===== config.mk =====
export PLATFORM = sky130hd
export DESIGN_NAME = mmu_ctrl
export DESIGN_NICKNAME = d
export VERILOG_FILES = /design/src/rtl/mmu_pkg.sv /design/src/rtl/mmu_ctrl.sv
export SDC_FILE = /design/constraint.sdc
export NUM_CORES = 1
export LEC_CHECK = 0
export CAP_MARGIN = 20
export CELL_PAD_IN_SITES_DETAIL_PLACEMENT = 1
export CELL_PAD_IN_SITES_GLOBAL_PLACEMENT = 1
export CORE_MARGIN = 1.5
export CORE_UTILIZATION = 32
export CTS_CLUSTER_DIAMETER = 100
export CTS_CLUSTER_SIZE = 14
export DETAILED_ROUTE_END_ITERATION = 6
export MAX_ROUTING_LAYER = met4
export PLACE_DENSITY = 0.95
export SLEW_MARGIN = 25
export SYNTH_ARGS = -nofsm -noshare
export SYNTH_HDL_FRONTEND = slang
export SYNTH_SLANG_ARGS = --single-unit
export TNS_END_PERCENT = 100

===== constraint.sdc =====
create_clock -name clk -period 4 [get_ports clk]
set_input_delay 0.8 -clock clk [delete_from_list [all_inputs] [get_ports clk]]
set_output_delay 0.8 -clock clk [all_outputs]
set_load 0.01 [all_outputs]

===== src/rtl/mmu_pkg.sv =====
// rtl/mmu_pkg.sv - shared FSM state type and default widths for the MMU tile controller
package mmu_pkg;

  typedef enum logic [2:0] {
    ST_IDLE    = 3'd0,
    ST_FETCH   = 3'd1,
    ST_COMPUTE = 3'd2,
    ST_CAPTURE = 3'd3,
    ST_GAP     = 3'd4,
    ST_DONE    = 3'd5
  } mmu_state_e;

  localparam int MMU_DATA_WIDTH = 16;
  localparam int MMU_FIXED_PNT  = 8;

endpackage


===== src/rtl/mmu_ctrl.sv =====
// rtl/mmu_ctrl.sv - sequences K-tiles through an external matrix multiplier and accumulates the result
module mmu_ctrl
  import mmu_pkg::*;
#(
  parameter int NUM_ROWS_A = 1,
  parameter int NUM_COLS_A = 1,
  parameter int NUM_COLS_B = 1,
  parameter int DATA_WIDTH = MMU_DATA_WIDTH,
  parameter int FIXED_PNT  = MMU_FIXED_PNT,
  parameter int MAX_TILES  = 16,
  parameter int TIMEOUT    = 8,
  localparam int CNT_W = $clog2(MAX_TILES + 1),
  localparam int IDX_W = (MAX_TILES > 1) ? $clog2(MAX_TILES) : 1,
  localparam int TMO_W = $clog2(TIMEOUT + 1)
) (
  input  logic                                                  clk,
  input  logic                                                  rst_n,
  input  logic                                                  start,
  input  logic [CNT_W-1:0]                                      num_tiles,
  output logic                                                  tile_req,
  output logic [IDX_W-1:0]                                      tile_idx,
  input  logic                                                  tile_valid,
  input  logic [NUM_ROWS_A-1:0][NUM_COLS_A-1:0][DATA_WIDTH-1:0] tile_a,
  input  logic [NUM_COLS_A-1:0][NUM_COLS_B-1:0][DATA_WIDTH-1:0] tile_b,
  output logic                                                  mmu_enable,
  output logic [NUM_ROWS_A-1:0][NUM_COLS_A-1:0][DATA_WIDTH-1:0] mmu_mat_in1,
  output logic [NUM_COLS_A-1:0][NUM_COLS_B-1:0][DATA_WIDTH-1:0] mmu_mat_in2,
  output logic [NUM_ROWS_A-1:0][NUM_COLS_B-1:0][DATA_WIDTH-1:0] mmu_mat_in_accum,
  input  logic                                                  mmu_data_ready,
  input  logic [NUM_ROWS_A-1:0][NUM_COLS_B-1:0][DATA_WIDTH-1:0] mmu_mat_out,
  output logic                                                  res_valid,
  input  logic                                                  res_ready,
  output logic [NUM_ROWS_A-1:0][NUM_COLS_B-1:0][DATA_WIDTH-1:0] res_mat,
  output logic                                                  busy,
  output logic                                                  err
);

  mmu_state_e state_q, state_d;
  logic [CNT_W-1:0] ntiles_q, ntiles_d;
  logic [IDX_W-1:0] k_q, k_d;
  logic [TMO_W-1:0] tmo_q, tmo_d;
  logic             err_q, err_d;
  logic [NUM_ROWS_A-1:0][NUM_COLS_A-1:0][DATA_WIDTH-1:0] a_q, a_d;
  logic [NUM_COLS_A-1:0][NUM_COLS_B-1:0][DATA_WIDTH-1:0] b_q, b_d;
  logic [NUM_ROWS_A-1:0][NUM_COLS_B-1:0][DATA_WIDTH-1:0] acc_q, acc_d;
  logic [CNT_W-1:0] k_next;

  assign k_next = CNT_W'(k_q) + CNT_W'(1);

  always_comb begin
    state_d  = state_q;
    ntiles_d = ntiles_q;
    k_d      = k_q;
    tmo_d    = tmo_q;
    a_d      = a_q;
    b_d      = b_q;
    acc_d    = acc_q;
    err_d    = 1'b0;
    case (state_q)
      ST_IDLE: begin
        if (start) begin
          ntiles_d = num_tiles;
          k_d      = '0;
          tmo_d    = '0;
          acc_d    = '0;
          state_d  = (num_tiles == '0) ? ST_DONE : ST_FETCH;
        end
      end
      ST_FETCH: begin
        if (tile_valid) begin
          a_d     = tile_a;
          b_d     = tile_b;
          tmo_d   = '0;
          state_d = ST_COMPUTE;
        end
      end
      ST_COMPUTE: begin
        // A missing completion pulse abandons the whole job; nothing partial is returned.
        if (mmu_data_ready) begin
          state_d = ST_CAPTURE;
        end else if (tmo_q == TMO_W'(TIMEOUT - 1)) begin
          err_d   = 1'b1;
          state_d = ST_IDLE;
        end else begin
          tmo_d = tmo_q + TMO_W'(1);
        end
      end
      ST_CAPTURE: begin
        acc_d   = mmu_mat_out;
        state_d = ST_GAP;
      end
      ST_GAP: begin
        k_d     = k_q + IDX_W'(1);
        state_d = (k_next < ntiles_q) ? ST_FETCH : ST_DONE;
      end
      ST_DONE: begin
        if (res_ready) begin
          state_d = ST_IDLE;
        end
      end
      default: state_d = ST_IDLE;
    endcase
  end

  always_ff @(posedge clk) begin
    if (!rst_n) begin
      state_q  <= ST_IDLE;
      ntiles_q <= '0;
      k_q      <= '0;
      tmo_q    <= '0;
      a_q      <= '0;
      b_q      <= '0;
      acc_q    <= '0;
      err_q    <= 1'b0;
    end else begin
      state_q  <= state_d;
      ntiles_q <= ntiles_d;
      k_q      <= k_d;
      tmo_q    <= tmo_d;
      a_q      <= a_d;
      b_q      <= b_d;
      acc_q    <= acc_d;
      err_q    <= err_d;
    end
  end

  // Enable stays high through CAPTURE and drops only in GAP, giving the multiplier a fresh rising edge per tile.
  assign mmu_enable       = (state_q == ST_COMPUTE) || (state_q == ST_CAPTURE);
  assign tile_req         = (state_q == ST_FETCH);
  assign tile_idx         = k_q;
  assign mmu_mat_in1      = a_q;
  assign mmu_mat_in2      = b_q;
  assign mmu_mat_in_accum = acc_q;
  assign res_valid        = (state_q == ST_DONE);
  assign res_mat          = (state_q == ST_DONE) ? acc_q : '0;
  assign busy             = (state_q != ST_IDLE);
  assign err              = err_q;

endmodule


Word level (Yosys, flattened, before mapping):

Index checks and enable logic that the tools add are counted.

* logic and storage cells: 58
* register bits: 65
* output and inout bits: 73
* bits of input ports: 59

* reduce and logical (&&, ||, !) cells: 14
* multiplexer cells: 18
* eq/ne operators: 12
* $add $sub $neg: 3
* $lt $le $gt $ge: 1
* bitwise gates (word level): 2

Operators by type and width (count)
* 16-bit 2-to-1 mux: 2
* 16-bit one-hot mux with 2 select lines: 1
* 3-bit 2-to-1 mux: 7
* 3-bit one-hot mux with 6 select lines: 1
* 4-bit 2-to-1 mux: 4
* 4-bit one-hot mux with 3 select lines: 1
* 4-bit by 1-bit adder with 4-bit output, second input constant: 2
* 4-bit one-hot mux with 2 select lines: 1
* 2-bit AND reduction: 4
* 3-bit by 2-bit == test with 1-bit output, second input constant: 2
* 3-bit == test, second input constant: 2
* 2-bit != test, second input constant: 3
* 3-bit nonzero test: 2
* 4-bit by 1-bit adder with 5-bit output, second input constant: 1
* 5-bit zero test: 1
* 5-bit < comparator: 1
* 5-bit AND reduction: 1
* 4-bit by 3-bit == test with 1-bit output, second input constant: 1
* 2-bit by 1-bit != test with 1-bit output, second input constant: 2
* 4-bit AND reduction: 1
* 2-bit nonzero test: 2
* 3-bit by 1-bit == test with 1-bit output, second input constant: 1
* 3-bit zero test: 1
* 3-bit != test, second input constant: 1
* other kinds (4): 5

Depth between registers and ports, before layout:

Gate-level depths: netlist of the first run.

* word-level depth: 4
* gate-level depth with buffers: 7

Least setup slack after synthesis of the first run:

Ideal clock, no wire load.

* path kind: register to output
* start: reg state_q[0]
* end: out res_mat[10] (netlist bit)
* data required time: 3.200 ns
* cell stages (with the launch flop): 6
* path slack: 1.961 ns
* arrival: 1.239 ns
* cell sequence: dfxtp_1 buf_2 and3_1 clkbuf_1 clkbuf_1 and2_1

RTL lines
* start: declaration: RTL line mmu_ctrl.sv:38 `mmu_state_e state_q, state_d;`
* start signal: assignment: RTL line mmu_ctrl.sv:116 `state_q <= state_d;`
* end: declaration: RTL line mmu_ctrl.sv:33 `output logic [NUM_ROWS_A-1:0][NUM_COLS_B-1:0][DATA_WIDTH-1:0] res_mat,`

==> results of run 1 <==
## sequential cells by signal, indices dropped and copies added (netlist names)
register / count
mmu_mat_in_accum: 16
mmu_mat_in1: 16
tile_idx: 4
ntiles_q: 5
mmu_mat_in2: 16
state_q: 3
tmo_q: 4
err: 1
## area by class of cell
| class | instances | area (sq um) |
|---|---|---|
| Clock buffer | 10 | 137.6 |
| Clock inverter | 6 | 90.09 |
| Fill cell | 1029 | 4297 |
| Inverter | 6 | 22.52 |
| Multi-Input combinational cell | 254 | 1506 |
| Sequential cell | 65 | 1301 |
| Tap cell | 108 | 135.1 |
| Timing Repair Buffer | 132 | 1316 |
## logic make-up after synthesis
group	count (synthesis)	share of synthesized area [%]
AO/OA/AOI/OAI	72	17.54
XOR/XNOR	2	0.5948
adder cells (fa/ha/maj)	6	2.549
buffers and inverters	32	5.182
flip-flops	65	44.18
multiplexers	8	2.761
AND/OR/NAND/NOR	166	27.19
## stage by stage
| stage | util [%] | std cells | worst slack [ns] | area (sq um) | power, mW |
|---|---|---|---|---|---|
| 2_1_floorplan | - | 351 | 1.961 | 2945 | 0.8095 |
| 3_3_place_gp | 48.49 | 565 | 1.279 | 4270 | 0.9222 |
| 3_5_place_dp | 48.52 | 565 | 1.120 | 4273 | 0.9333 |
| 4_1_cts | 51.11 | 581 | 0.7317 | 4501 | 1.574 |
| 5_1_grt | 51.21 | 581 | 0.5481 | 4509 | 1.622 |
| 6_report | 51.21 | 581 | 0.7336 | 4509 | 1.548 |
## worst register-to-register path, cell delays in order, from the launching register on
cell,delay (ns)
dfxtp_1,0.75
nor2b_1,0.17
nand2_1,0.55
o21ai_0,0.24
o221a_2,0.32
## worst paths after layout
check | startpoint | end | slack, ns | cells past startpoint
hold / removal | mmu_mat_in1[13] | mmu_mat_in1[13] | 0.46 | 2
setup / recovery | state_q[2] | res_mat[14] | 0.73 | 3
hold reg to reg | mmu_mat_in1[13] | mmu_mat_in1[13] | 0.46 | 2
setup reg to reg | state_q[2] | state_q[2] | 1.86 | 4
## layer usage
metal	GRT usage (%)	vias up	part of all wire [%]
met2	33.79	85	53
met1	21.20	1388	41
met3	4.326	4	5.8
met4	4.945	0	0.24
met5	-	-	0
li1	-	1413	-
## layout by cell type (no fill, tap or decap), types with 2 or more instances in the layout
| master | n |
|---|---|
| a21boi_0 | 44 |
| a21boi_1 | 6 |
| a21oi_1 | 6 |
| and2_1 | 17 |
| and3_1 | 2 |
| buf_4 | 2 |
| bufinv_16 | 2 |
| clkbuf_8 | 10 |
| clkdlybuf4s50_1 | 130 |
| dfxtp_1 | 65 |
| ha_1 | 6 |
| inv_1 | 6 |
| mux2i_1 | 7 |
| nand2_1 | 93 |
| nand3_1 | 21 |
| nor2_1 | 5 |
| nor2b_1 | 6 |
| nor3_1 | 2 |
| nor3_4 | 2 |
| nor3b_1 | 5 |
| nor4_1 | 2 |
| o211ai_1 | 2 |
| o21ai_0 | 5 |
## report_power, final
group	switching, mW	internal, mW	leakage [nW]
sequential	0.0216	0.671	0.527
combinational	0.0980	0.125	0.943
clock	0.262	0.370	0.113
total	0.382	1.17	1.58
==> flow_summary_export.csv, run 1 <==
group,metric,value,unit
timing,clock_skew,0.01007,ns
placement,place_congestion,0.7483,
worst_setup_path,cp_slowest_cell,"dfxtp_1",
synthesis,synth.area.top_cells,"dfxtp_1 44%, nand2_1 12%, a21boi_0 11%, and2_1 3.6%, nand3_1 3.6%",
power_and_ir_drop,p_per_area,343.3,nW/um^2
worst_setup_path,crit_type,"reg2out",
worst_setup_path,critPathArrivalTime,2.47,ns
synthesis,yosys_most_used_dff,"dfxtp_1",
floorplanning,die_y,98.94,um
timing,min_period,3.266,ns
route,antenna_left,0,
status,violations,"design-rule violations",
clock_tree,clk-insertion-delay-late,0.33,ns
synthesis,yosysUniqueCellTypes,44,
worst_hold_path,hp-class,"reg2reg",
clock_tree,cts.repair.resized,0,
cells_and_area,n_antenna_cell,0,
floorplanning,io_pins,132,
clock_tree,clk_pin_slew,0.08,ns
global_route,antenna_found_initial,0,
synthesis,synth_most_common_cell,"nand2_1",
route,drt-total-wl,8898,um
synthesis,synth_edf_count,0,
route,drc,8,
worst_setup_path,critPathRequiredTime,3.20,ns
timing,slew_headroom,54.98,%
synthesis,syn_avg_cell_area,8.391,sq um
floorplanning,die_w,98.94,um
worst_setup_path,endpoint_kind,"primary output",
global_route,track_usage,18.91,%
cells_and_area,drive_gt1_share,5.708,%
timing,setup_viol,0,
power_and_ir_drop,p_leak,1.583,nW
synthesis,yosysTopAreaCellShare,44.18,%
clock_tree,cts_root_buf,"clkbuf_8",
synthesis,synthArstFlopShare,0,%
clock_tree,cts_buffers,9,
clock_tree,cts_setup_buffers,0,
placement,numPortBuffers,131,
clock_tree,cts_sinks,65,
route,vias,2890,
worst_setup_path,slowest_delay,0.75,ns
timing,post-route-period-util,81.66,%
cells_and_area,area.growth.synth_to_final,53.10,%
floorplanning,die_area,9789,sq um
worst_setup_path,critPathBufInv,1,
synthesis,ys_seq_area_share,44.18,%
synthesis,synth_common_cells,"94 x nand2_1, 65 x dfxtp_1, 44 x a21boi_0, 21 x nand3_1, 17 x and2_1",
synthesis,syn_inst,351,
worst_setup_path,crit_family,"simple AND/OR/NAND/NOR gates",
clock_tree,holdBufCountCts,0,
global_route,grt_pass1_vias,3047,
timing,fin_tns_setup,0,ns
route,drt_iter0_drc,63,
cells_and_area,finalNetCount,533,
clock_tree,h-tree-depth,3,
worst_setup_path,cp_max_fo,18,
floorplanning,rows,34,
synthesis,synth-seq-cells,65,
timing,slew_viol_final,0,
power_and_ir_drop,ir_drop,0.2507,mV
clock_tree,cts_buffer_depth,2,
synthesis,syn_area,2945,sq um
route,routedWlPerCell,15.31,um
timing,fin_hold_ws,0.4640,ns
synthesis,syn_nets,416,
route,via_per_inst,4.974,
worst_setup_path,worst_setup_path_start_kind,"flip-flop",
timing,tightest_slew,0.6737,ns
global_route,grt_pass1_wl,14460,um
global_route,grt_max_degree,67,
placement,place_hpwl,6402,um
run,maxCapViolCount,0,
timing,hold_viol,0,
floorplanning,core_area,8806,sq um
timing,fmaxAchievable,0.3061,GHz
clock_tree,tritoncts,"built",
timing,rsz0062_at_grt,"false",
worst_setup_path,cp_cell_sequence,"and3_1, and2_1, clkdlybuf4s50_1",
floorplanning,initial_core_util,33.45,%
status,status,"finished, violations left",
global_route,grt_remaining_overflow,0,
route,dr.pass1.iters,6,
synthesis,yosys.area.top_type,"dfxtp_1",
synthesis,yosysWarnings,0,
Power figures use the tool's default switching activity.
==> inputs of run 2 (changes only) <==
--- a/config.mk
+++ b/config.mk
@@ -9,12 +9,12 @@
 export CELL_PAD_IN_SITES_DETAIL_PLACEMENT = 1
 export CELL_PAD_IN_SITES_GLOBAL_PLACEMENT = 1
 export CORE_MARGIN = 1.5
-export CORE_UTILIZATION = 32
+export CORE_UTILIZATION = 27
 export CTS_CLUSTER_DIAMETER = 100
 export CTS_CLUSTER_SIZE = 14
 export DETAILED_ROUTE_END_ITERATION = 6
 export MAX_ROUTING_LAYER = met4
-export PLACE_DENSITY = 0.95
+export PLACE_DENSITY = 0.88
 export SLEW_MARGIN = 25
 export SYNTH_ARGS = -nofsm -noshare
 export SYNTH_HDL_FRONTEND = slang
==> constraint.sdc (replaced) <==
create_clock -name clk -period 2.7 [get_ports clk]
set_input_delay 0.54 -clock clk [delete_from_list [all_inputs] [get_ports clk]]
set_output_delay 0.54 -clock clk [all_outputs]
set_load 0.01 [all_outputs]
==> run 2 against run 1 <==
Against the previous run:
- the run now ends clean
- total power grew 43%
- wire length grew 0.16%
- first-iteration DRC count shrank 38%
- global-route usage shrank 2.6 points
- design area grew 0.97%
- sequential power grew 46%
- hold slack lost 0.0062 ns
- non-clock buffer count grew 6
- register-to-register slack lost 1.2 ns
==> flow_summary_export.csv, run 2 (synthesis results as in run 1) <==
group,metric,value,unit
clock_tree,cts_root_buf,"clkbuf_8",
clock_tree,tritoncts,"built",
route,via_per_inst,4.719,
floorplanning,die_area,11540,sq um
route,antenna_left,0,
power_and_ir_drop,power_frac_comb,15.7,%
clock_tree,cts_sinks,65,
floorplanning,die_y,107.4,um
cells_and_area,finalNetCount,539,
timing,worst_slack,0.2926,ns
cells_and_area,n_antenna_cell,0,
timing,setup_viol,0,
clock_tree,holdBufCountCts,0,
global_route,grt_max_degree,45,
worst_hold_path,min_from,"mmu_mat_in1[7]",
clock_tree,cts_setup_buffers,0,
global_route,track_usage,16.34,%
worst_setup_path,rr_endpoint,"state_q[2]",
cells_and_area,final_cell_mix,"130 x clkdlybuf4s50_1, 94 x nand2_1, 65 x dfxtp_1",
timing,fmaxAchievable,0.4154,GHz
worst_hold_path,hold_depth,2,
power_and_ir_drop,intPower,1.620,mW
route,vias,2902,
worst_setup_path,critPathRequiredTime,2.16,ns
placement,dp_cells,599,
timing,slew_viol_final,0,
power_and_ir_drop,clkPwrFrac,38.4,%
timing,tightest_slew,0.6623,ns
timing,fin_tns_setup,0,ns
run,maxCapViolCount,0,
route,drc,0,
route,drt_iter0_drc,39,
placement,place_hpwl,6542,um
route,dr.pass1.iters,4,
clock_tree,clk-insertion-delay-late,0.34,ns
timing,clock_skew,0.01446,ns
timing,rsz0062_at_grt,"false",
route,drt-total-wl,8912,um
cells_and_area,area.growth.synth_to_final,54.59,%
power_and_ir_drop,sequentialPowerShare,45.8,%
floorplanning,rows,37,
route,routedWlPerCell,14.49,um
worst_hold_path,hp-class,"reg2reg",
cells_and_area,drive_gt1_share,6.889,%
placement,dpl_worst_slack,0.4766,ns
status,status,"finished, final reports clean",
worst_hold_path,holdPathEnd,"mmu_mat_in1[7]",
global_route,grt_pass1_vias,3068,
worst_setup_path,worst_setup_path_start_kind,"flip-flop",
floorplanning,initial_core_util,28.15,%
worst_setup_path,cp_max_fo,17,
clock_tree,clk_pin_slew,0.08,ns
global_route,antenna_found_initial,0,
cells_and_area,layout_commonest_cell,"clkdlybuf4s50_1",
worst_setup_path,crit_type,"reg2out",
cells_and_area,stdcell_count,615,
clock_tree,cts_buffer_depth,2,
worst_setup_path,r2r_slack,0.67,ns
placement,place_congestion,0.7395,
power_and_ir_drop,ir_drop,0.2367,mV
clock_tree,cts_buffers,9,
power_and_ir_drop,p_leak,1.600,nW
worst_setup_path,endpoint_kind,"primary output",
global_route,grt_pass1_wl,14600,um
floorplanning,core_area,10460,sq um
power_and_ir_drop,switching_share,26.76,%
global_route,grt_remaining_overflow,0,
timing,fin_hold_ws,0.4578,ns
placement,numPortBuffers,131,
timing,slew_headroom,55.85,%
floorplanning,die_w,107.4,um
worst_setup_path,critPathArrivalTime,1.87,ns
power_and_ir_drop,p_per_area,485.7,nW/um^2
worst_setup_path,r2r_cells,7,
power_and_ir_drop,power.switching,0.5918,mW
floorplanning,io_pins,132,
timing,post-route-period-util,89.16,%
cells_and_area,fin_util,43.52,%
worst_setup_path,rr_startpoint,"tile_idx[0]",
clock_tree,h-tree-depth,3,
timing,hold_viol,0,
timing,min_period,2.407,ns
run 2: routing by layer:
layer  vias up  track usage, %  share of wire (%)
met5         -               -                  0
met4         0           5.075               0.88
met3        10           4.419                5.8
met2        91           29.07                 51
met1      1380           17.71                 42
li1       1421               -                  -
run 2: cell type report:
type                            instances  area [sq um]
Fill cell                            1252          5909
Multi-Input combinational cell        254          1499
Timing Repair Buffer                  138          1359
Sequential cell                        65          1301
Tap cell                              136         170.2
Clock buffer                            9         123.9
Clock inverter                          7         77.57
Inverter                                6         22.52
run 2: worst max-delay path by stage:
stage | cells past startpoint | slack [ns] | start | endpoint
after detailed placement | 4 | 0.48 | state_q[1] | res_mat[13]
final | 4 | 0.29 | state_q[1] | res_mat[14]
after floorplan | 7 | 0.89 | tile_idx[0] | state_q[2]
after CTS | 4 | 0.09 | state_q[1] | res_mat[13]
after global placement | 4 | 0.56 | state_q[1] | res_mat[13]
after global routing | 4 | 0.17 | state_q[1] | res_mat[7]
run 2: what timing repair did:
item | CTS | global route
endpoints found under the setup margin | 0 | 12
gates resized for setup | 0 | 1
endpoints found under the hold margin | 0 | 0
run 2: power by group through the flow:
stage	Sequential [mW]	Combinational (mW)	Clock [mW]
floorplan	1.05	0.153	0
global placement	1.03	0.340	0
detailed placement	1.04	0.354	0
CTS	1.01	0.355	0.888
global route	1.02	0.381	0.926
finish	1.01	0.347	0.850
run 2: worst max-delay path: stages (launching register included):
cell and delay, ns:
dfxtp_1 0.31, inv_1 0.11, and3_2 0.38, and2_1 0.18, clkdlybuf4s50_1 0.55
run 2: through the flow:
stage	instance area [sq um]	total power [mW]
global route	4553	2.325
finish	4553	2.212
CTS	4552	2.258
detailed placement	4350	1.391
floorplan	2945	1.199
global placement	4350	1.375
